`src/rtl/dmem_pkg.sv`:
```
`default_nettype none
// ============================================================================
// dmem_pkg: shared types and width defaults for the data RAM arbiter
// Revision 1.0
// ============================================================================
package dmem_pkg;

    localparam int DMEM_ADDR_W = 8;
    localparam int DMEM_DATA_W = 16;

    typedef enum logic [0:0] {ARB, HOST_BURST} arb_state_t;

    typedef enum {SRC_NONE, SRC_CPU, SRC_HOST} src_t;

endpackage
`default_nettype wire

```
`src/rtl/dmem_arbiter.sv`:
```
`default_nettype none
// ============================================================================
// dmem_arbiter: CPU/host arbiter with starvation counter and bounded host burst
// Revision 1.0
// ============================================================================
module dmem_arbiter
    import dmem_pkg::*;
#(
    parameter int ADDR_W    = DMEM_ADDR_W,
    parameter int DATA_W    = DMEM_DATA_W,
    parameter int MAX_WAIT  = 4,
    parameter int BURST_MAX = 8
) (
    input  logic              clk,
    input  logic              Reset,
    input  logic              cpu_req,
    input  logic              cpu_wr,
    input  logic [ADDR_W-1:0] cpu_addr,
    input  logic [DATA_W-1:0] cpu_wdata,
    output logic              cpu_gnt,
    output logic              cpu_rvalid,
    output logic [DATA_W-1:0] cpu_rdata,
    input  logic              host_req,
    input  logic              host_wr,
    input  logic              host_lock,
    input  logic [ADDR_W-1:0] host_addr,
    input  logic [DATA_W-1:0] host_wdata,
    output logic              host_gnt,
    output logic              host_rvalid,
    output logic [DATA_W-1:0] host_rdata,
    output logic [ADDR_W-1:0] mem_addr,
    output logic              mem_wr,
    output logic [DATA_W-1:0] mem_wdata,
    input  logic [DATA_W-1:0] mem_rdata
);

    localparam int WAIT_W  = $clog2(MAX_WAIT + 1);
    localparam int BURST_W = $clog2(BURST_MAX + 1);
    localparam logic [WAIT_W-1:0]  c_wait_max  = WAIT_W'(MAX_WAIT);
    localparam logic [BURST_W-1:0] c_burst_max = BURST_W'(BURST_MAX);

    arb_state_t         r_state;
    logic [WAIT_W-1:0]  r_wait_cnt;
    logic [BURST_W-1:0] r_burst_cnt;
    logic               r_cpu_prio;
    src_t               r_rd_src;

    arb_state_t         w_state_nxt;
    logic [WAIT_W-1:0]  w_wait_nxt;
    logic [BURST_W-1:0] w_burst_nxt;
    logic               w_prio_nxt;
    src_t               w_src_nxt;
    logic               w_cpu_win;
    logic               w_host_win;

    always_comb begin
        w_cpu_win   = 1'b0;
        w_host_win  = 1'b0;
        w_state_nxt = r_state;
        w_burst_nxt = '0;
        w_prio_nxt  = 1'b0;
        w_wait_nxt  = r_wait_cnt;
        w_src_nxt   = SRC_NONE;
        mem_addr    = '0;
        mem_wr      = 1'b0;
        mem_wdata   = '0;

        case (r_state)
            ARB: begin
                // r_cpu_prio gives the CPU one guaranteed slot right after a host burst
                w_host_win = host_req &&
                             (!cpu_req || ((r_wait_cnt == c_wait_max) && !r_cpu_prio));
                w_cpu_win  = cpu_req && !w_host_win;
                if (w_host_win && host_lock) begin
                    w_state_nxt = HOST_BURST;
                    w_burst_nxt = BURST_W'(1);
                end
            end
            HOST_BURST: begin
                w_host_win  = host_req;
                w_burst_nxt = r_burst_cnt + BURST_W'(host_req);
                if (!host_lock || !host_req || (w_burst_nxt == c_burst_max)) begin
                    w_state_nxt = ARB;
                    w_burst_nxt = '0;
                    w_prio_nxt  = cpu_req;
                end
            end
            default: begin
                w_state_nxt = ARB;
            end
        endcase

        if (!Reset) begin
            w_cpu_win  = 1'b0;
            w_host_win = 1'b0;
        end

        if (!host_req || w_host_win) begin
            w_wait_nxt = '0;
        end else if (r_wait_cnt != c_wait_max) begin
            w_wait_nxt = r_wait_cnt + WAIT_W'(1);
        end

        if (w_cpu_win) begin
            mem_addr  = cpu_addr;
            mem_wr    = cpu_wr;
            mem_wdata = cpu_wdata;
            w_src_nxt = cpu_wr ? SRC_NONE : SRC_CPU;
        end else if (w_host_win) begin
            mem_addr  = host_addr;
            mem_wr    = host_wr;
            mem_wdata = host_wdata;
            w_src_nxt = host_wr ? SRC_NONE : SRC_HOST;
        end

        cpu_gnt  = w_cpu_win;
        host_gnt = w_host_win;
    end

    always_ff @(posedge clk) begin
        if (!Reset) begin
            r_state     <= ARB;
            r_wait_cnt  <= '0;
            r_burst_cnt <= '0;
            r_cpu_prio  <= 1'b0;
            r_rd_src    <= SRC_NONE;
        end else begin
            r_state     <= w_state_nxt;
            r_wait_cnt  <= w_wait_nxt;
            r_burst_cnt <= w_burst_nxt;
            r_cpu_prio  <= w_prio_nxt;
            r_rd_src    <= w_src_nxt;
        end
    end

    // Gating by Reset drops a read that was in flight when reset arrived
    assign cpu_rvalid  = Reset && (r_rd_src == SRC_CPU);
    assign host_rvalid = Reset && (r_rd_src == SRC_HOST);
    assign cpu_rdata   = cpu_rvalid  ? mem_rdata : '0;
    assign host_rdata  = host_rvalid ? mem_rdata : '0;

endmodule
`default_nettype wire

```
`config.mk`:
```
export PLATFORM = sky130hd
export DESIGN_NAME = dmem_arbiter
export DESIGN_NICKNAME = d
export VERILOG_FILES = /design/src/rtl/dmem_pkg.sv /design/src/rtl/dmem_arbiter.sv
export SDC_FILE = /design/constraint.sdc
export NUM_CORES = 1
export LEC_CHECK = 0
export CAP_MARGIN = 20
export CORE_UTILIZATION = 24
export DETAILED_ROUTE_END_ITERATION = 7
export PLACE_DENSITY = 0.84
export SKIP_LAST_GASP = 1
export SYNTH_ARGS = -nofsm -noshare
export SYNTH_HDL_FRONTEND = slang
export SYNTH_SLANG_ARGS = --single-unit
```
`constraint.sdc`:
```
create_clock -name clk -period 1.86 [get_ports clk]
set_clock_uncertainty 0.2 [all_clocks]
set_input_delay 0.186 -clock clk [delete_from_list [all_inputs] [get_ports clk]]
set_output_delay 0.186 -clock clk [all_outputs]
set_load 0.01 [all_outputs]
```
==> results of run 1 <==
-- path summary, 6_finish.rpt --
check,from,to
worst min register to register,r_state,r_state
worst min-delay path,cpu_req,r_cpu_prio
worst max-delay path,r_wait_cnt[0],mem_addr[5]
worst max register to register,r_burst_cnt[0],r_cpu_prio
-- kinds of logic (layout without fill, tap and decap cells) --
group	after synthesis	count (layout)
simple gates	112	112
compound gates	33	33
buf+inv	17	169
flops	11	11
fa+ha+maj	4	4
xor+xnor	3	3
-- cell usage in the layout (no fill, tap or decap), types with 7 or more instances in the layout --
cell type	netlist	routed
and2_1	32	32
buf_2	4	23
buf_4	1	19
buf_6	0	8
clkdlybuf4s50_1	0	95
dfxtp_1	11	8
dlygate4sd2_1	0	7
nand2_1	58	56
nor2_1	9	8
o22ai_2	0	16
-- area by class of cell --
class	instances	share of cell area [%]
repair buffers	161	52.1
multi-input cells	152	36.2
flip-flops and latches	11	7.53
well taps	52	2.19
clock buffers	3	1.39
inverters	4	0.505
clock inverters	1	0.168
-- state kept, by name, indices dropped and copies added, names as in the netlist --
| register | flops |
|---|---|
| r_burst_cnt | 4 |
| r_wait_cnt | 3 |
| r_rd_src | 2 |
| r_cpu_prio | 1 |
| r_state | 1 |
-- per-layer routing --
layer	vias up	routed length [um]	GRT usage, %
met5	-	0	0
met4	0	121	8.16
met3	12	339	4.04
met2	85	3060	42.0
met1	860	2090	22.3
li1	908	-	-
-- worst reg2reg max path, delay by kind of cell (launching register included) --
| family | cells | cell delay, ns |
|---|---|---|
| compound gates | 2 | 0.43 |
| flops | 1 | 0.33 |
| simple gates | 1 | 0.51 |
| fa+ha+maj | 2 | 0.32 |
| xor+xnor | 1 | 0.14 |
-- power groups by stage --
stage | sequential [mW] | clock (mW) | combinational (mW)
final | 0.244 | 0.253 | 0.494
after floorplan | 0.247 | 0 | 0.133
after detailed placement | 0.247 | 0 | 0.417
after CTS | 0.243 | 0.250 | 0.453
after global routing | 0.244 | 0.266 | 0.529
after global placement | 0.247 | 0 | 0.412
-- cells in the mapped netlist --
cell,instances,area share (%)
nand2_1,58,19
and2_1,32,18
o22ai_1,25,14
dfxtp_1,11,20
nor2_1,9,3.0
clkbuf_1,8,2.7
buf_2,4,1.8
ha_1,4,4.4
nor3_1,4,1.8
inv_1,3,1.0
nor2b_1,3,1.7
a21oi_1,2,0.89
o21ai_1,2,0.89
xor2_1,2,1.6
a211oi_1,1,0.67
a211oi_2,1,1.1
and3_2,1,0.67
buf_4,1,0.67
inv_2,1,0.33
nand2b_1,1,0.56
nand3_1,1,0.44
nand4_1,1,0.56
nor3b_2,1,1.1
o2111a_1,1,1.0
o2111ai_1,1,0.78
or4_4,1,1.0
xnor2_1,1,0.78
-- stage by stage --
step,hold WS [ns],TNS (ns),setup slack (ns)
floorplan,0.0628,-0.0550,-0.0345
global placement,0.341,-11.38,-0.449
detailed placement,0.346,-12.10,-0.495
CTS,0.163,-5.78,-0.135
global route,0.188,-12.83,-0.254
finish,0.170,-8.15,-0.192
-- timing repair --
item,4_1_cts,5_1_grt
pin swaps,7,4
setup endpoints to repair,62,58
resized for setup,150,20
buffers inserted,5,3
gates cloned,3,2
==> impl_metrics.toml, run 1 <==
[route]
antenna_left = 0
vias = 1865
wirelength_um = 5610
drcViolationCount = 6
via_per_inst = 4.86
dr.pass1.iters = 6
wire_per_inst_um = 14.6
drt_iter0_drc = 45

[timing]
fin_ws_ns = -0.192
setup_viol = 57
tightest_slew_ns = 0.383
max-slew-margin-rel_pct = 74.4
clock.fmax_mhz = 487
fin_crit_sh_pct = 110
rsz0062_at_grt = "yes"
drv_slew = 0
hold_viol = 0
fin_crit_ns = 2.05

[pwr]
swShare_pct = 30.9
combinationalPowerShare_pct = 49.9
power.total_uw = 991
power_switching_uw = 307
p_int_uw = 684
clkPwrFrac_pct = 25.5
peakVddDrop_mv = 0.230
leakage_nw = 1.29
cellPowerDensity_nw_per_um2 = 333
p_seq_share_pct = 24.6

[critical_path]
cp-start-kind = "register"
cp_top_family = "buffers and inverters"
crit_arrival_ns = 1.67
crit_type = "reg2out"
cp_slowest_cell = "dfxtp_2"
rr_worst_depth = 6
cpPeakStageDelay_ns = 0.32
ff2ff_setup_slack_ns = -0.12
cp.required_ns = 1.47
cp_max_fo = 13
critPathCaptureType = "output pin"
path_depth = 8
crit_chain = "inv_2, ha_4, nand2_4, o21ai_2, nand2_4, clkbuf_16, o22ai_1, buf_2"
crit_buf_inv = 3
crit_top_cell = "nand2_4"

[floorplanning]
rows = 24
start_util_pct = 25.3
ioPinCount = 132
die-area_um2 = 4960
die_w_um = 70.5
core_area_um2 = 4440
die_h_um = 70.5

[clock_tree]
h-tree-depth = 1
holdBufCountCts = 0
clk_latency_ns = 0.25
cts.clk_slew.worst_paths_ns = 0.05
tritoncts = "done"
cts.sinks = 11
clock-root-buffer = "clkbuf_8"
clock_path_buffers = 2
numCtsBuffers = 3

[finish]
syn_to_final_growth_pct = 165
fin_util_pct = 66.9
finish.instance_area_um2 = 2980
regArea_um2 = 224
drive_above_1_share_pct = 30.7
fill_cells = 357
final_nets = 408
diodes = 0
instances_no_fill = 384
multi_input_area_um2 = 1080

[synthesis]
synth_compound_area_share_pct = 19.2
synth-xor-area-share_pct = 2.34
ys_seq_area_share_pct = 19.6
synth_warnings = 0
synth_area_per_cell_um2 = 6.25
ys_types = 27
syn_inst = 180
synthMuxAreaShare_pct = 0
synth_seq_cells = 11
yosys.area_share.simple_pct = 47.9
syn-num-nets = 255
synth_area_um2 = 1120
synth_top_family_by_area = "simple AND/OR/NAND/NOR gates"
synth-adder-area-share_pct = 4.45

[min_path]
hold_depth = 2
holdCritPathClass = "in2reg"

[grt]
grt_usage_pct = 21.5
grt_overflow = 0
antenna_found_initial = 0
grt_pass1_vias = 1917
grt_pass1_wl_um = 8540
grt_max_degree = 28

[placement]
dp_cells = 369
portBuffers = 131
gp_congestion = 0.831
placed_area_um2 = 2630
dpl.hpwl_um = 3590

[run]
drv_cap = 0

[run_status]
violations = "design-rule violations, negative setup slack"
outcome = "finished, violations left"
No activity file was read; power rests on OpenSTA's default activity.
==> run 2, diff against run 1 <==
Settings changed: PLACE_DENSITY 0.84 to 0.73.
==> impl_metrics.toml, run 2 (synthesis gave the netlist of run 1 again) <==
[run_status]
outcome = "finished, violations left"
violations = "design-rule violations, negative setup slack"

[route]
via_per_inst = 4.65
wire_per_inst_um = 13.3
dr.pass1.iters = 6
vias = 1823
wirelength_um = 5220
drcViolationCount = 14
antenna_left = 0
drt_iter0_drc = 81

[grt]
grt_overflow = 0
antenna_found_initial = 0
grt_pass1_wl_um = 8110
grt.busiest_layer = "met2"
grt_max_degree = 33
grt_use_met3_pct = 4.18
grt_usage_pct = 20.0
met1_usage_pct = 23.7
grt_pass1_vias = 1701
grt_use_met2_pct = 37.2

[finish]
instances_no_fill = 392
syn_to_final_growth_pct = 168
largest_register_ffs = 4
drive_above_1_share_pct = 36.8
top_regs = "r_burst_cnt: 4 flops, r_wait_cnt: 3 flops, r_rd_src: 2 flops"
final_nets = 416
mostFrequentLayoutCell = "clkdlybuf4s50_1"
final_cell_mix = "clkdlybuf4s50_1 (68), nand2_1 (56), and2_1 (32)"
diodes = 0
regMostFlops = "r_burst_cnt"
fin_util_pct = 67.8

[critical_path]
cp_max_fo = 2
worstSetupStartpoint = "r_burst_cnt[0]"
rr_worst_depth = 6
r2r_end = "r_cpu_prio"
cp-start-kind = "register"
crit_arrival_ns = 2.01
cp_slowest_cell = "or4_4"
crit_type = "reg2reg"
crit_top_cell = "ha_4"
crit_chain = "ha_4, ha_4, xor2_2, or4_4, a211oi_4, o2111a_1"
critPathCaptureType = "register"
cp.required_ns = 1.85
rr_startpoint = "r_burst_cnt[0]"
cpPeakStageDelay_ns = 0.51
ff2ff_setup_slack_ns = -0.16

[timing]
fin_crit_sh_pct = 109
setup_viol = 29
drv_slew = 0
clock.fmax_mhz = 495
final.setup.tns_ns = -2.99
fin_crit_ns = 2.02
tightest_slew_ns = 0.359
rsz0062_at_grt = "yes"
max-slew-margin-rel_pct = 76.1
fin_ws_ns = -0.162
hold_viol = 0

[floorplanning]
start_util_pct = 25.3
core_area_um2 = 4440
rows = 24
die-area_um2 = 4960
ioPinCount = 132
die_w_um = 70.5
die_h_um = 70.5

[clock_tree]
clock-root-buffer = "clkbuf_8"
tritoncts = "done"
clock_path_buffers = 2
clk_latency_ns = 0.24
h-tree-depth = 1
cts.clk_slew.worst_paths_ns = 0.05
holdBufCountCts = 0
numCtsBuffers = 3
cts.sinks = 11

[run]
drv_cap = 0

[min_path]
hold_path_startpoint = "Reset"
holdPathEnd = "r_rd_src[0]"
hold_depth = 4
holdCritPathClass = "in2reg"

[pwr]
leakage_nw = 1.41
cellPowerDensity_nw_per_um2 = 322
peakVddDrop_mv = 0.206

[placement]
gp_congestion = 0.716
dp_cells = 369
dp_slack_ns = -0.528
dpl.hpwl_um = 3500
portBuffers = 131
[run 2: what timing repair did]
item / in CTS / in global routing
setup buffers: 9 / 5
pin swaps: 8 / 29
endpoints found under the setup margin: 61 / 50
gates cloned: 4 / 1
resized for setup: 169 / 68
[run 2: critical path, delay by kind of cell, from the launching register on]
family,cells,cell delay [ns]
and+or+nand+nor,1,0.51
AOI/OAI and AO/OA,2,0.46
DFF,1,0.32
adders and majority gates,2,0.31
xor gates and xnor gates,1,0.15
[run 2: routing by layer]
metal  vias up  part of all wire, %
met5         -                    0
met4         0                 0.48
met2        81                   53
li1        926                    -
met3         2                  6.0
met1       814                   40
[run 2: how the worst max path moves through the flow]
stage	to	slack, ns
after detailed placement	r_cpu_prio	-0.53
final	r_cpu_prio	-0.16
after CTS	r_cpu_prio	-0.19
after global routing	mem_addr[5]	-0.19
after floorplan	r_cpu_prio	-0.03
after global placement	r_cpu_prio	-0.45
[run 2: area by class of cell]
class                           count  area (um^2)
Timing Repair Buffer              169         1540
Fill cell                         377         1430
Multi-Input combinational cell    152         1120
Sequential cell                    11          226
Tap cell                           52         65.1
Clock buffer                        3         41.3
Inverter                            4         15.0
Clock inverter                      1         5.00
[run 2: metrics by stage]
step | hold slack (ns) | total power [mW] | cell area (um^2)
3_3_place_gp | 0.351 | 0.661 | 2630
4_1_cts | 0.174 | 0.907 | 2750
5_1_grt | 0.231 | 1.03 | 3010
3_5_place_dp | 0.359 | 0.665 | 2630
2_1_floorplan | 0.0628 | 0.381 | 1140
6_report | 0.220 | 0.970 | 3010
[run 2: report_power, final]
group | switching, mW | leakage [nW] | internal, mW
clock network | 0.0930 | 0.0255 | 0.147
registers | 0.00386 | 0.0914 | 0.241
logic | 0.194 | 1.29 | 0.291
